### src/rtl/rv_exec_pkg.sv
// Shared definitions for the multi-cycle execute controller: unit codes,
// controller states and small helpers for unit-code decoding.
package rv_exec_pkg;

  localparam int unsigned XLEN_DEF  = 32;
  localparam int unsigned NUM_UNITS = 5;

  typedef enum logic [2:0] {
    UNIT_MDU_MUL    = 3'd0,
    UNIT_MDU_DIV    = 3'd1,
    UNIT_FPU_ADDSUB = 3'd2,
    UNIT_FPU_MUL    = 3'd3,
    UNIT_FPU_DIV    = 3'd4
  } unit_e;

  typedef enum logic [2:0] {
    ST_IDLE  = 3'd0,
    ST_ISSUE = 3'd1,
    ST_WAIT  = 3'd2,
    ST_WB    = 3'd3,
    ST_DRAIN = 3'd4
  } state_e;

  typedef logic [NUM_UNITS-1:0] start_t;

  function automatic logic unit_legal(input logic [2:0] code);
    return code < 3'(NUM_UNITS);
  endfunction

  // Codes past the last unit shift out entirely, giving an all-zero vector.
  function automatic start_t unit_onehot(input logic [2:0] code);
    return start_t'(1) << code;
  endfunction

endpackage

### src/rtl/multicycle_exec_ctrl_if.sv
// Pipeline/unit-side bundle of the multi-cycle execute controller.
interface multicycle_exec_ctrl_if
  import rv_exec_pkg::*;
#(
  parameter int unsigned XLEN = XLEN_DEF
);

  logic                 req_valid;
  logic [2:0]           req_unit;
  logic [2:0]           req_op;
  logic [XLEN-1:0]      req_a;
  logic [XLEN-1:0]      req_b;
  logic [4:0]           req_rd;
  logic                 req_fp;
  logic                 flush;
  logic                 stall;
  logic [NUM_UNITS-1:0] unit_start;
  logic [2:0]           unit_sel;
  logic [2:0]           unit_op;
  logic [XLEN-1:0]      unit_a;
  logic [XLEN-1:0]      unit_b;
  logic                 done_in;
  logic [XLEN-1:0]      result_in;
  logic                 wb_valid;
  logic [4:0]           wb_rd;
  logic                 wb_fp;
  logic [XLEN-1:0]      wb_data;
  logic                 err;

  modport slave (
    input  req_valid, req_unit, req_op, req_a, req_b, req_rd, req_fp, flush,
           done_in, result_in,
    output stall, unit_start, unit_sel, unit_op, unit_a, unit_b,
           wb_valid, wb_rd, wb_fp, wb_data, err
  );

  modport master (
    output req_valid, req_unit, req_op, req_a, req_b, req_rd, req_fp, flush,
           done_in, result_in,
    input  stall, unit_start, unit_sel, unit_op, unit_a, unit_b,
           wb_valid, wb_rd, wb_fp, wb_data, err
  );

endinterface

### src/rtl/mc_timeout_cnt.sv
// 8-bit clear/enable cycle counter flagging when the current enabled cycle
// brings the elapsed count to TIMEOUT.
module mc_timeout_cnt #(
  parameter int unsigned TIMEOUT = 255
) (
  input  logic clk,
  input  logic rst_n,
  input  logic clr_i,
  input  logic en_i,
  output logic hit_o
);

  logic [7:0] cnt_q, cnt_d;

  always_comb begin
    cnt_d = cnt_q;
    if (clr_i) begin
      cnt_d = '0;
    end else if (en_i) begin
      cnt_d = cnt_q + 8'd1;
    end
  end

  always_ff @(posedge clk or negedge rst_n) begin
    if (!rst_n) begin
      cnt_q <= '0;
    end else begin
      cnt_q <= cnt_d;
    end
  end

  // Compared against the incremented value so the flag fires on the
  // TIMEOUT-th counted cycle itself rather than one cycle later.
  assign hit_o = en_i && !clr_i && (cnt_d == 8'(TIMEOUT));

endmodule

### src/rtl/multicycle_exec_ctrl.sv
// Execute-stage controller sequencing one multi-cycle MDU/FPU operation at a
// time: latch, start pulse, wait for done, writeback, with flush and timeout.
module multicycle_exec_ctrl
  import rv_exec_pkg::*;
#(
  parameter int unsigned XLEN    = XLEN_DEF,
  parameter int unsigned TIMEOUT = 255
) (
  input  logic                   clk,
  input  logic                   rst_n,
  multicycle_exec_ctrl_if.slave  bus
);

  state_e          state_q, state_d;
  logic [2:0]      unit_q, unit_d;
  logic [2:0]      op_q, op_d;
  logic [XLEN-1:0] a_q, a_d;
  logic [XLEN-1:0] b_q, b_d;
  logic [4:0]      rd_q, rd_d;
  logic            fp_q, fp_d;
  logic [XLEN-1:0] data_q, data_d;

  logic stall, err, start_en, wb_valid;
  logic cnt_clr, cnt_en, cnt_hit;

  mc_timeout_cnt #(.TIMEOUT(TIMEOUT)) u_cnt (
    .clk   (clk),
    .rst_n (rst_n),
    .clr_i (cnt_clr),
    .en_i  (cnt_en),
    .hit_o (cnt_hit)
  );

  always_comb begin
    state_d  = state_q;
    unit_d   = unit_q;
    op_d     = op_q;
    a_d      = a_q;
    b_d      = b_q;
    rd_d     = rd_q;
    fp_d     = fp_q;
    data_d   = data_q;
    stall    = 1'b0;
    err      = 1'b0;
    start_en = 1'b0;
    wb_valid = 1'b0;
    cnt_clr  = 1'b0;
    cnt_en   = 1'b0;

    unique case (state_q)
      ST_IDLE: begin
        if (bus.req_valid && !unit_legal(bus.req_unit)) begin
          err = 1'b1;
        end else if (bus.req_valid && !bus.flush) begin
          stall   = 1'b1;
          unit_d  = bus.req_unit;
          op_d    = bus.req_op;
          a_d     = bus.req_a;
          b_d     = bus.req_b;
          rd_d    = bus.req_rd;
          fp_d    = bus.req_fp;
          state_d = ST_ISSUE;
        end
      end
      ST_ISSUE: begin
        stall   = 1'b1;
        cnt_clr = 1'b1;
        if (bus.flush) begin
          state_d = ST_IDLE;
        end else begin
          start_en = 1'b1;
          state_d  = ST_WAIT;
        end
      end
      ST_WAIT: begin
        stall  = 1'b1;
        cnt_en = 1'b1;
        // A result arriving together with a flush is dropped outright, since
        // the unit is already idle and draining would only wait for a timeout.
        if (bus.done_in) begin
          if (bus.flush) begin
            state_d = ST_IDLE;
          end else begin
            data_d  = bus.result_in;
            state_d = ST_WB;
          end
        end else if (cnt_hit) begin
          err     = 1'b1;
          state_d = ST_IDLE;
        end else if (bus.flush) begin
          state_d = ST_DRAIN;
        end
      end
      ST_WB: begin
        wb_valid = 1'b1;
        state_d  = ST_IDLE;
      end
      ST_DRAIN: begin
        // Counter keeps running from WAIT, bounding the whole abandoned op.
        stall  = bus.req_valid;
        cnt_en = 1'b1;
        if (bus.done_in) begin
          state_d = ST_IDLE;
        end else if (cnt_hit) begin
          err     = 1'b1;
          state_d = ST_IDLE;
        end
      end
      default: state_d = ST_IDLE;
    endcase
  end

  always_ff @(posedge clk or negedge rst_n) begin
    if (!rst_n) begin
      state_q <= ST_IDLE;
      unit_q  <= '0;
      op_q    <= '0;
      a_q     <= '0;
      b_q     <= '0;
      rd_q    <= '0;
      fp_q    <= 1'b0;
      data_q  <= '0;
    end else begin
      state_q <= state_d;
      unit_q  <= unit_d;
      op_q    <= op_d;
      a_q     <= a_d;
      b_q     <= b_d;
      rd_q    <= rd_d;
      fp_q    <= fp_d;
      data_q  <= data_d;
    end
  end

  // Request-driven outputs are masked while reset is held.
  assign bus.stall      = stall && rst_n;
  assign bus.err        = err && rst_n;
  assign bus.unit_start = start_en ? unit_onehot(unit_q) : '0;
  assign bus.unit_sel   = unit_q;
  assign bus.unit_op    = op_q;
  assign bus.unit_a     = a_q;
  assign bus.unit_b     = b_q;
  assign bus.wb_valid   = wb_valid;
  assign bus.wb_rd      = rd_q;
  assign bus.wb_fp      = fp_q;
  assign bus.wb_data    = data_q;

endmodule

### src/flat_wrapper.sv
// flat-port wrapper written by rule: the top's interface ports become plain ports
module multicycle_exec_ctrl_flat import rv_exec_pkg::*;
#(
  parameter int unsigned XLEN    = XLEN_DEF,
  parameter int unsigned TIMEOUT = 255
)
  (clk, rst_n, bus_req_valid, bus_req_unit, bus_req_op, bus_req_a, bus_req_b, bus_req_rd, bus_req_fp, bus_flush, bus_done_in, bus_result_in, bus_stall, bus_unit_start, bus_unit_sel, bus_unit_op, bus_unit_a, bus_unit_b, bus_wb_valid, bus_wb_rd, bus_wb_fp, bus_wb_data, bus_err);
  multicycle_exec_ctrl_if #(.XLEN(XLEN)) bus_i ();
  input  logic clk;
  input  logic rst_n;
  input wire logic [$bits(bus_i.req_valid)-1:0] bus_req_valid;
  input wire logic [$bits(bus_i.req_unit)-1:0] bus_req_unit;
  input wire logic [$bits(bus_i.req_op)-1:0] bus_req_op;
  input wire logic [$bits(bus_i.req_a)-1:0] bus_req_a;
  input wire logic [$bits(bus_i.req_b)-1:0] bus_req_b;
  input wire logic [$bits(bus_i.req_rd)-1:0] bus_req_rd;
  input wire logic [$bits(bus_i.req_fp)-1:0] bus_req_fp;
  input wire logic [$bits(bus_i.flush)-1:0] bus_flush;
  input wire logic [$bits(bus_i.done_in)-1:0] bus_done_in;
  input wire logic [$bits(bus_i.result_in)-1:0] bus_result_in;
  output wire logic [$bits(bus_i.stall)-1:0] bus_stall;
  output wire logic [$bits(bus_i.unit_start)-1:0] bus_unit_start;
  output wire logic [$bits(bus_i.unit_sel)-1:0] bus_unit_sel;
  output wire logic [$bits(bus_i.unit_op)-1:0] bus_unit_op;
  output wire logic [$bits(bus_i.unit_a)-1:0] bus_unit_a;
  output wire logic [$bits(bus_i.unit_b)-1:0] bus_unit_b;
  output wire logic [$bits(bus_i.wb_valid)-1:0] bus_wb_valid;
  output wire logic [$bits(bus_i.wb_rd)-1:0] bus_wb_rd;
  output wire logic [$bits(bus_i.wb_fp)-1:0] bus_wb_fp;
  output wire logic [$bits(bus_i.wb_data)-1:0] bus_wb_data;
  output wire logic [$bits(bus_i.err)-1:0] bus_err;
  assign bus_i.req_valid = bus_req_valid;
  assign bus_i.req_unit = bus_req_unit;
  assign bus_i.req_op = bus_req_op;
  assign bus_i.req_a = bus_req_a;
  assign bus_i.req_b = bus_req_b;
  assign bus_i.req_rd = bus_req_rd;
  assign bus_i.req_fp = bus_req_fp;
  assign bus_i.flush = bus_flush;
  assign bus_i.done_in = bus_done_in;
  assign bus_i.result_in = bus_result_in;
  assign bus_stall = bus_i.stall;
  assign bus_unit_start = bus_i.unit_start;
  assign bus_unit_sel = bus_i.unit_sel;
  assign bus_unit_op = bus_i.unit_op;
  assign bus_unit_a = bus_i.unit_a;
  assign bus_unit_b = bus_i.unit_b;
  assign bus_wb_valid = bus_i.wb_valid;
  assign bus_wb_rd = bus_i.wb_rd;
  assign bus_wb_fp = bus_i.wb_fp;
  assign bus_wb_data = bus_i.wb_data;
  assign bus_err = bus_i.err;
  multicycle_exec_ctrl #(.XLEN(XLEN), .TIMEOUT(TIMEOUT)) u_core (.clk(clk), .rst_n(rst_n), .bus(bus_i));
endmodule
### config.mk
export PLATFORM = sky130hd
export DESIGN_NAME = multicycle_exec_ctrl_flat
export DESIGN_NICKNAME = d
export VERILOG_FILES = /design/src/rtl/rv_exec_pkg.sv /design/src/rtl/multicycle_exec_ctrl_if.sv /design/src/rtl/mc_timeout_cnt.sv /design/src/rtl/multicycle_exec_ctrl.sv /design/src/flat_wrapper.sv
export SDC_FILE = /design/constraint.sdc
export NUM_CORES = 1
export LEC_CHECK = 0
export ABC_AREA = 0
export BUFFER_PORTS_ARGS = -buffer_cell sky130_fd_sc_hd__buf_4
export CAP_MARGIN = 10
export CORE_AREA = 8 8 105 126
export CTS_CLUSTER_SIZE = 24
export DETAILED_ROUTE_END_ITERATION = 16
export DIE_AREA = 0 0 113 134
export GPL_ROUTABILITY_DRIVEN = 1
export HOLD_SLACK_MARGIN = 0.1
export MAX_ROUTING_LAYER = met4
export PLACE_DENSITY = 0.76
export SYNTH_ARGS = -nofsm -noshare
export SYNTH_HDL_FRONTEND = slang
export SYNTH_SLANG_ARGS = --single-unit
### constraint.sdc
create_clock -name clk -period 3.05 [get_ports clk]
set_clock_uncertainty 0.2 [all_clocks]
set_input_delay 0.915 -clock clk [delete_from_list [all_inputs] [get_ports clk]]
set_output_delay 0.915 -clock clk [all_outputs]
set_load 0.01 [all_outputs]
## Word level (Yosys, flattened, before mapping)

Cells that the tools add are included.

- Register bits after elaboration: 119
- Memories kept: 0
- RAM bits: 0
- Memory bits (read-only): 0
- Latch bits: 0
- Word-level logic and storage cells: 63

- Reductions and logical operators: 15
- Div/mod/pow operators: 0
- Shift-type cells: 1
- Eq/ne operators: 9
- Multipliers: 0
- Mux-type cells: 25
- Bitwise logic cells: 2
- Add/sub/neg operators: 1
- Order comparisons: 1

Operators with widths:

| cell | number |
|---|---|
| $mux 3 | 7 |
| $mux 8 | 2 |
| $pmux 3 s4 | 1 |
| $mux 1 | 10 |
| $add 8x1->8 const B | 1 |
| $eq 8x8->1 const B | 1 |
| $eq 3x2->1 const B | 2 |
| $logic_and 1x1->1 | 6 |
| $reduce_and 3->1 | 2 |
| $mux 5 | 1 |
| $shl 1x3->5 const A | 1 |
| $mux 2 | 2 |
| $ne 4x3->1 const B | 1 |
| $reduce_and 4->1 | 1 |
| $reduce_or 2->1 | 2 |
| $eq 3x1->1 const B | 1 |
| $eq 3x3->1 const B | 1 |
| $logic_not 1->1 | 3 |
| $logic_not 3->1 | 1 |
| $lt 3x3->1 const B | 1 |
| $ne 3x2->1 const B | 1 |
| $pmux 1 s3 | 1 |
| $ne 2x1->1 const B | 1 |
| $ne 2x2->1 const B | 1 |
| 2 further kinds | 3 |

## Longest topological paths before layout

Gate-level depths: netlist of the first run.

- Depth in word-level cells: 11
- Depth in mapped cells: 8

## Hierarchy

Synthesis of the first run repeated with hierarchy kept, for this count alone.

- Cells, all modules: 318
- Area, all modules: 4969.8 sq um

Modules (own cells, without submodules):

| module | times used | area each (sq um) | cells each |
|---|---|---|---|
| multicycle_exec_ctrl | 1 | 4518.1 | 275 |
| mc_timeout_cnt | 1 | 451.7 | 43 |

## Least setup slack after synthesis of the first run

Ideal clock, no wire load.

- Kind: register to output
- Start: register u_core.u_cnt.cnt_q[0]
- End: output port bus_err
- Stages on the path, launching flop included: 7
- Slack: 63 ps
- Arrival: 1872 ps
- Required time: 1935 ps
- Cells stage by stage: dfrtp_1 > ha_1 > nand2_1 > or3_1 > a2111oi_2 > o211a_1 > a31o_1

- Word-level cells in the longest chain between the ends: 9

RTL lines:

| what | line | text |
|---|---|---|
| start, declared | mc_timeout_cnt.sv:13 | `logic [7:0] cnt_q, cnt_d;` |
| start signal, assigned | mc_timeout_cnt.sv:28 | `cnt_q <= cnt_d;` |
| $add 8x1->8 | mc_timeout_cnt.sv:20 | `cnt_d = cnt_q + 8'd1;` |
| $mux 8 * | mc_timeout_cnt.sv:19 | `end else if (en_i) begin` |
| $mux 8 * | mc_timeout_cnt.sv:17 | `if (clr_i) begin` |
| $eq 8x8->1 * | mc_timeout_cnt.sv:34 | `assign hit_o = en_i && !clr_i && (cnt_d == 8'(TIMEOUT));` |
| $logic_and 1x1->1 * | mc_timeout_cnt.sv:34 |  |
| $mux 1 * | multicycle_exec_ctrl.sv:87, multicycle_exec_ctrl.sv:104 |  |
| $mux 1 * | multicycle_exec_ctrl.sv:80 | `if (bus.done_in) begin` |
| $pmux 1 s2 * | multicycle_exec_ctrl.sv:50 | `unique case (state_q)` |
| $logic_and 1x1->1 * | multicycle_exec_ctrl.sv:137 | `assign bus.err = err && rst_n;` |
| end, declared | flat_wrapper.sv:31 | `output wire logic [$bits(bus_i.err)-1:0] bus_err;` |

Every way passes the cells marked *; elsewhere a longest branch is shown, timed or not.

## Final worst setup path of the first run

- Start: register u_core.state_q[1]
- End: output port bus_err

- Word-level cells in the longest chain between the ends: 11
- Elaborated cells between the ends (all ways): 17

RTL lines:

| what | line | text |
|---|---|---|
| start, declared | multicycle_exec_ctrl.sv:14 | `state_e state_q, state_d;` |
| start signal, assigned | multicycle_exec_ctrl.sv:124 | `state_q <= state_d;` |
| $eq 3x2->1 / $eq 3x3->1 (equally long branches) | multicycle_exec_ctrl.sv:50 |  |
| $reduce_or 2->1 (no line) | -- |  |
| $mux 1 | multicycle_exec_ctrl.sv:50 |  |
| $mux 8 | mc_timeout_cnt.sv:19 |  |
| $mux 8 | mc_timeout_cnt.sv:17 |  |
| $eq 8x8->1 | mc_timeout_cnt.sv:34 |  |
| $logic_and 1x1->1 | mc_timeout_cnt.sv:34 |  |
| $mux 1 | multicycle_exec_ctrl.sv:87, multicycle_exec_ctrl.sv:104 |  |
| $mux 1 | multicycle_exec_ctrl.sv:80 |  |
| $pmux 1 s2 * | multicycle_exec_ctrl.sv:50 |  |
| $logic_and 1x1->1 * | multicycle_exec_ctrl.sv:137 |  |

Marks and branches as above.

==> results of run 1 <==
## layout make-up
| type | count | area, µm² |
|---|---|---|
| fillers | 831 | 3710 |
| flip-flops and latches | 119 | 2980 |
| repair buffers | 250 | 1930 |
| multi-input cells | 205 | 1880 |
| clock buffers | 20 | 447 |
| clock inverters | 12 | 176 |
| well taps | 135 | 169 |
| inverters | 2 | 11.3 |
## worst paths after layout
check / slack (ns) / start / to
worst min-delay path: 0.29 / u_core.bus.unit_b[24] / u_core.bus.unit_b[24]
worst max register to register: 0.81 / u_core.state_q[1] / u_core.bus.wb_data[8]
min in group asynchronous: 0.31 / rst_n / u_core.bus.unit_op[0]
max in group asynchronous: 1.78 / rst_n / u_core.bus.wb_data[26]
worst max-delay path: -0.23 / u_core.state_q[1] / bus_err
worst min register to register: 0.29 / u_core.bus.unit_b[24] / u_core.bus.unit_b[24]
## timing repair
| action | in CTS | in global routing |
|---|---|---|
| endpoints found under the setup margin | 4 | 6 |
| hold endpoints to repair | 0 | 0 |
| setup buffers | 2 | 3 |
| resized for setup | 9 | 13 |
| pin swaps | 5 | 4 |
| cloned | 0 | 1 |
## layer usage
layer,up-vias,routed length (µm),global-route usage [%]
li1,1730,-,-
met1,1813,4980,18.0
met2,165,7390,32.4
met3,16,1150,6.92
met4,0,218,6.68
met5,-,0,-
## cells by family (layout without fill, tap and decap cells)
logic type | Yosys count | after routing | share of synthesized area (%)
flip-flops | 119 | 119 | 60.8
multiplexers | 108 | 108 | 24.8
AND/OR/NAND/NOR | 57 | 57 | 5.93
AO/OA/AOI/OAI | 34 | 34 | 4.55
buffers and inverters | 21 | 284 | 2.68
XOR/XNOR | 5 | 5 | 0.895
adder cells (fa/ha/maj) | 1 | 1 | 0.256
## cell usage after synthesis (all sizes together), types with 2 or more instances
library cell  count  share of area, %
xor2              3              0.54
dfrtp           119                61
a21oi            12               1.2
nor2b             2              0.26
mux2            108                25
nand2b            3              0.38
inv               2              0.15
clkbuf            6              0.46
nor3b             3              0.46
and3              3              0.38
nor2             19               1.5
o22ai             2              0.26
nand4b            2              0.36
nand3             3              0.31
o21a              2              0.31
xnor2             2              0.36
buf              13               2.1
o21ai             7              0.72
or3               3              0.38
nor3              4              0.41
nand2            10              0.77
o221ai            2              0.36
## registers in the layout, summed over array words and instances (netlist names)
register	count
u_core.bus.unit_a	32
u_core.bus.unit_b	32
u_core.bus.wb_data	32
u_core.u_cnt.cnt_q	8
u_core.bus.wb_rd	5
u_core.bus.unit_op	3
u_core.bus.unit_sel	3
u_core.state_q	3
u_core.bus.wb_fp	1
## stage by stage
| step | power, mW | TNS, ns | util [%] | setup slack, ns |
|---|---|---|---|---|
| 2_1_floorplan | 3.12 | 0 | - | 0.0631 |
| 4_1_cts | 6.38 | -0.628 | 66.3 | -0.240 |
| 3_5_place_dp | 4.27 | -0.00902 | 60.3 | -0.00902 |
| 3_3_place_gp | 4.20 | -0.0206 | 60.3 | -0.0206 |
| 6_report | 6.33 | -0.235 | 67.2 | -0.235 |
| 5_1_grt | 6.65 | -0.483 | 67.2 | -0.341 |
## power by group
part / internal [mW] / switching [mW]
logic: 1.09 / 0.813
registers: 2.07 / 0.275
clock network: 1.39 / 0.687
## worst max-delay path, stage by stage, from the launching register on
cell and delay (ns):
dfrtp_1 0.43, xnor2_2 0.16, or3b_4 0.40, a2111oi_4 0.27, o211a_1 0.24, a31o_1 0.15
buf_4 0.11
==> flow_summary.yaml, run 1 <==
status:
  status: "finished with violations"
  violations: "negative setup slack"
power:
  p_leak_nw: 3.70
  ir_worst_vdd_v: 0.000480
  power.density_mw_per_mm2: 834
synth:
  ys.warnings.count: 0
  syn_area_per_cell_um2: 14.2
  syn_inst: 345
  synth_area_mm2: 0.00489
  synth-seq-cells: 119
  syn_nets: 459
  yosysUniqueCellTypes: 40
  synth_edf_count: 0
  yosysSeqAreaShare_pct: 60.8
  synth_ff_type: "dfrtp_1"
  async_flop_share_pct: 100
global_route:
  grt_pass1_wl_mm: 21.0
  grt_antenna_before_repair: 0
  grt_usage_pct: 18.3
  grt_pass1_vias: 4081
  overflow: 0
  grt_max_degree: 109
clock_network:
  clk_pin_slew_worst_paths_ns: 0.05
  htreeDepth: 4
  cts-root-buf: "clkbuf_16"
  cts_buffers: 17
  cts_hold_buffers: 0
  clockBufferDepth: 2
  insertion_delay_ns: 0.40
  cts_tree: "yes"
  clock-sinks: 119
worst_setup_path:
  worstSetupPathType: "reg2out"
  reg2reg_depth: 6
  endpoint_kind: "primary output"
  required_ns: 1.93
  crit_fanout: 3
  critPathLaunchType: "flip-flop"
  arrival_ns: 2.17
route:
  routed_wl_mm: 13.7
  drcViolationCount: 0
  firstDrtPassIters: 4
  routed_via_density: 5.01
  detail_route.wl_per_cell_um: 18.5
  antenna_left: 0
  first_iter_violations: 111
  num_vias: 3724
placed_design:
  place_congestion: 0.814
  numPortBuffers: 228
  placed_area_mm2: 0.00681
  hpwl_mm: 10.3
  placedCellCount: 705
sta:
  fmax_ghz: 0.304
  worst_slew_pin_slew_ns: 0.585
  hold_slack_ns: 0.289
  period_share_pct: 108
  final.min_clock_period_ns: 3.28
  final-hold-violation-count: 0
  finalSetupViolations: 1
  finalMaxSlewViolations: 0
  slew_headroom_pct: 61.0
  layout_setup_ws_ns: -0.235
  rsz0062_at_grt: "yes"
layout:
  fin_area_mm2: 0.00759
  fin_cells: 743
  final_cell_mix: "buf_4, dfrtp_1, mux2_2"
  drive_gt1_share_pct: 60.5
  fin_nets: 709
  final_common_cell: "buf_4"
  synthToLayoutAreaGrowth_pct: 55.1
  diodes: 0
floorplan:
  die_y_um: 134
  initial_utilization_pct: 43.3
  ioPinCount: 229
  die-area_mm2: 0.0151
  row_count: 43
  die_w_um: 113
  core_mm2: 0.0113
flow_run:
  drv_cap: 0
worst_hold_path:
  worstHoldPathCells: 1
  hp-class: "reg2reg"
(Power assumes the default switching activity.)
==> inputs of run 2 (changes only) <==
--- a/config.mk
+++ b/config.mk
@@ -7,15 +7,15 @@
 export LEC_CHECK = 0
 export ABC_AREA = 0
 export BUFFER_PORTS_ARGS = -buffer_cell sky130_fd_sc_hd__buf_4
-export CAP_MARGIN = 10
-export CORE_AREA = 8 8 105 126
+export CORE_AREA = 8 8 105 127
 export CTS_CLUSTER_SIZE = 24
 export DETAILED_ROUTE_END_ITERATION = 16
-export DIE_AREA = 0 0 113 134
+export DIE_AREA = 0 0 113 135
 export GPL_ROUTABILITY_DRIVEN = 1
 export HOLD_SLACK_MARGIN = 0.1
 export MAX_ROUTING_LAYER = met4
 export PLACE_DENSITY = 0.76
 export SYNTH_ARGS = -nofsm -noshare
 export SYNTH_HDL_FRONTEND = slang
+export SYNTH_HIERARCHICAL = 1
 export SYNTH_SLANG_ARGS = --single-unit
==> run 2 against run 1 <==
  * The run still ends with negative setup slack left
  * Combinational power grew 4%
  * Register-to-register slack lost 0.36 ns
  * Utilization unchanged
  * Via count shrank 2.3%
  * Worst hold slack got worse by 0.0027 ns
  * Critical path depth up 4
  * Sequential power hardly changed
  * Highest routed layer unchanged
==> flow_summary.yaml, run 2 <==
status:
  status: "finished with violations"
  violations: "negative setup slack"
worst_hold_path:
  hp-start: "u_core/bus.wb_data[5]"
  min_to: "u_core/bus.wb_data[5]"
  worstHoldPathCells: 1
  hp-class: "reg2reg"
worst_setup_path:
  slowest_delay_ns: 0.41
  worstSetupPathType: "reg2out"
  slowest_stage: "dfrtp_1"
  path_buf_inv: 1
  rrSetupSlack_ns: 0.45
  crit_fanout: 3
  required_ns: 1.93
  crit_start: "u_core/state_q[2]"
  critPathTopFamily: "simple AND/OR/NAND/NOR gates"
  r2r_start: "u_core/state_q[2]"
  critPathLaunchType: "flip-flop"
  arrival_ns: 2.75
  endpoint_kind: "primary output"
  reg2reg_to: "u_core/state_q[1]"
  reg2reg_depth: 9
  path_cells: "nor2b_4, o21ba_4, nand4_4, or3_4, a221o_1, nor4_4, nor2b_2, o21ai_1, a21oi_1, buf_4"
global_route:
  grt_usage_pct: 19.1
  grt_max_degree: 77
  overflow: 0
  grt_pass1_vias: 3953
  grt_pass1_wl_mm: 21.7
  grt_antenna_before_repair: 0
synth:
  yosysSeqAreaShare_pct: 59.9
  synth_edf_count: 0
  synth_area_mm2: 0.00497
  synth_area_leader_cell: "dfrtp_1"
  ys.warnings.count: 6
  syn_area_per_cell_um2: 15.6
  yosysUniqueCellTypes: 40
  async_flop_share_pct: 100
  synth.top_cell.area_share_pct: 59.9
  synthTopCellsByArea: "dfrtp_1, mux2_2, mux2_4"
  synth.most_common_cell: "dfrtp_1"
  synth-seq-cells: 119
  syn_inst: 318
  syn_nets: 432
  synth_ff_type: "dfrtp_1"
  synth_common_cells: "dfrtp_1, mux2_2, mux2_4, mux2_1, nor2_1"
route:
  antenna_left: 0
  detail_route.wl_per_cell_um: 19.7
  num_vias: 3638
  routed_via_density: 5.03
  drcViolationCount: 0
  firstDrtPassIters: 4
  routed_wl_mm: 14.2
  first_iter_violations: 170
clock_network:
  cts_buffers: 17
  cts_tree: "yes"
  clockBufferDepth: 2
  htreeDepth: 4
  cts-root-buf: "clkbuf_16"
  clock-sinks: 119
  clk_pin_slew_worst_paths_ns: 0.05
  insertion_delay_ns: 0.40
floorplan:
  die-area_mm2: 0.0153
  die_w_um: 113
  initial_utilization_pct: 44.0
  ioPinCount: 229
  row_count: 43
  die_y_um: 135
  core_mm2: 0.0113
placed_design:
  dpl_worst_slack_ns: -0.512
  hpwl_mm: 10.6
  numPortBuffers: 228
  place_congestion: 0.865
sta:
  period_share_pct: 127
  rsz0062_at_grt: "yes"
  finalMaxSlewViolations: 0
  slew_headroom_pct: 38.2
  finalSetupViolations: 1
  worst_slew_pin_slew_ns: 0.927
  final-hold-violation-count: 0
  fmax_ghz: 0.258
  layout_setup_ws_ns: -0.820
  final.min_clock_period_ns: 3.87
layout:
  drive_gt1_share_pct: 68.5
  final_common_cell: "buf_4"
  fin_nets: 689
  synthToLayoutAreaGrowth_pct: 52.8
  final_cell_mix: "buf_4, dfrtp_1, mux2_2"
  nFillCells: 813
  diodes: 0
power:
  p_leak_nw: 3.79
  power_mw: 6.35
  power.density_mw_per_mm2: 836
  ir_worst_vdd_v: 0.000388
flow_run:
  drv_cap: 0
run 2: cell count changes after synthesis, moves of 3 or more:
cell      change
xor2_1        -3
buf_6         +4
nand4_1       +3
mux2_1       -30
a21oi_1       -6
nor2_1        -9
nor3b_1       -3
nand2_1       -5
o21ai_0       -4
mux2_4       +31
clkbuf_1      -6
run 2: kinds of logic after synthesis:
| family | synth area share [%] |
|---|---|
| AOI/OAI and AO/OA | 2.44 |
| adders and majority gates | 0.252 |
| buffers and inverters | 3.17 |
| xor gates and xnor gates | 0.353 |
| and+or+nand+nor | 6.62 |
| muxes | 27.2 |
| DFF | 59.9 |
run 2: power by group:
| group | switching, mW | internal, mW | leakage (nW) |
|---|---|---|---|
| Combinational | 0.799 | 1.18 | 2.06 |
| Sequential | 0.279 | 2.07 | 1.44 |
| Clock | 0.725 | 1.29 | 0.287 |
| Total | 1.80 | 4.55 | 3.79 |
run 2: worst max-delay path by stage:
stage	end	slack, ns	cells past startpoint
2_1_floorplan	bus_err	-0.41	11
3_3_place_gp	bus_err	-0.42	10
3_5_place_dp	bus_err	-0.51	10
4_1_cts	bus_err	-0.96	10
5_1_grt	bus_err	-0.93	10
6_report	bus_err	-0.82	10
run 2: layer usage:
layer | global-route usage, % | wire, µm | up-vias
li1 | - | - | 1650
met4 | 6.53 | 219 | 0
met1 | 20.6 | 5540 | 1799
met2 | 32.3 | 7570 | 165
met3 | 6.39 | 914 | 24
met5 | - | 0 | -
run 2: area by class of cell:
class / count / area, µm² / area share, %
flip-flops and latches: 119 / 2980 / 39.2
repair buffers: 255 / 1930 / 25.4
multi-input cells: 179 / 1900 / 25.0
clock buffers: 18 / 429 / 5.65
clock inverters: 14 / 175 / 2.31
well taps: 135 / 169 / 2.22
inverters: 3 / 11.3 / 0.148
run 2: stage by stage:
stage | TNS (ns) | area [µm²] | std cells | hold WS (ns) | util, %
6_report | -0.820 | 7590 | 723 | 0.286 | 67.2
5_1_grt | -0.944 | 7590 | 723 | 0.309 | 67.2
4_1_cts | -1.39 | 7560 | 722 | 0.289 | 67.0
3_5_place_dp | -0.512 | 6900 | 687 | 0.277 | 61.0
3_3_place_gp | -0.416 | 6900 | 687 | 0.272 | 61.0
2_1_floorplan | -0.408 | 4980 | 318 | 0.325 | -
run 2: timing repair:
action,CTS,global route
setup endpoints to repair,5,6
gates resized for setup,9,5
pin swaps,5,4
hold buffers,0,0
setup buffers,3,2
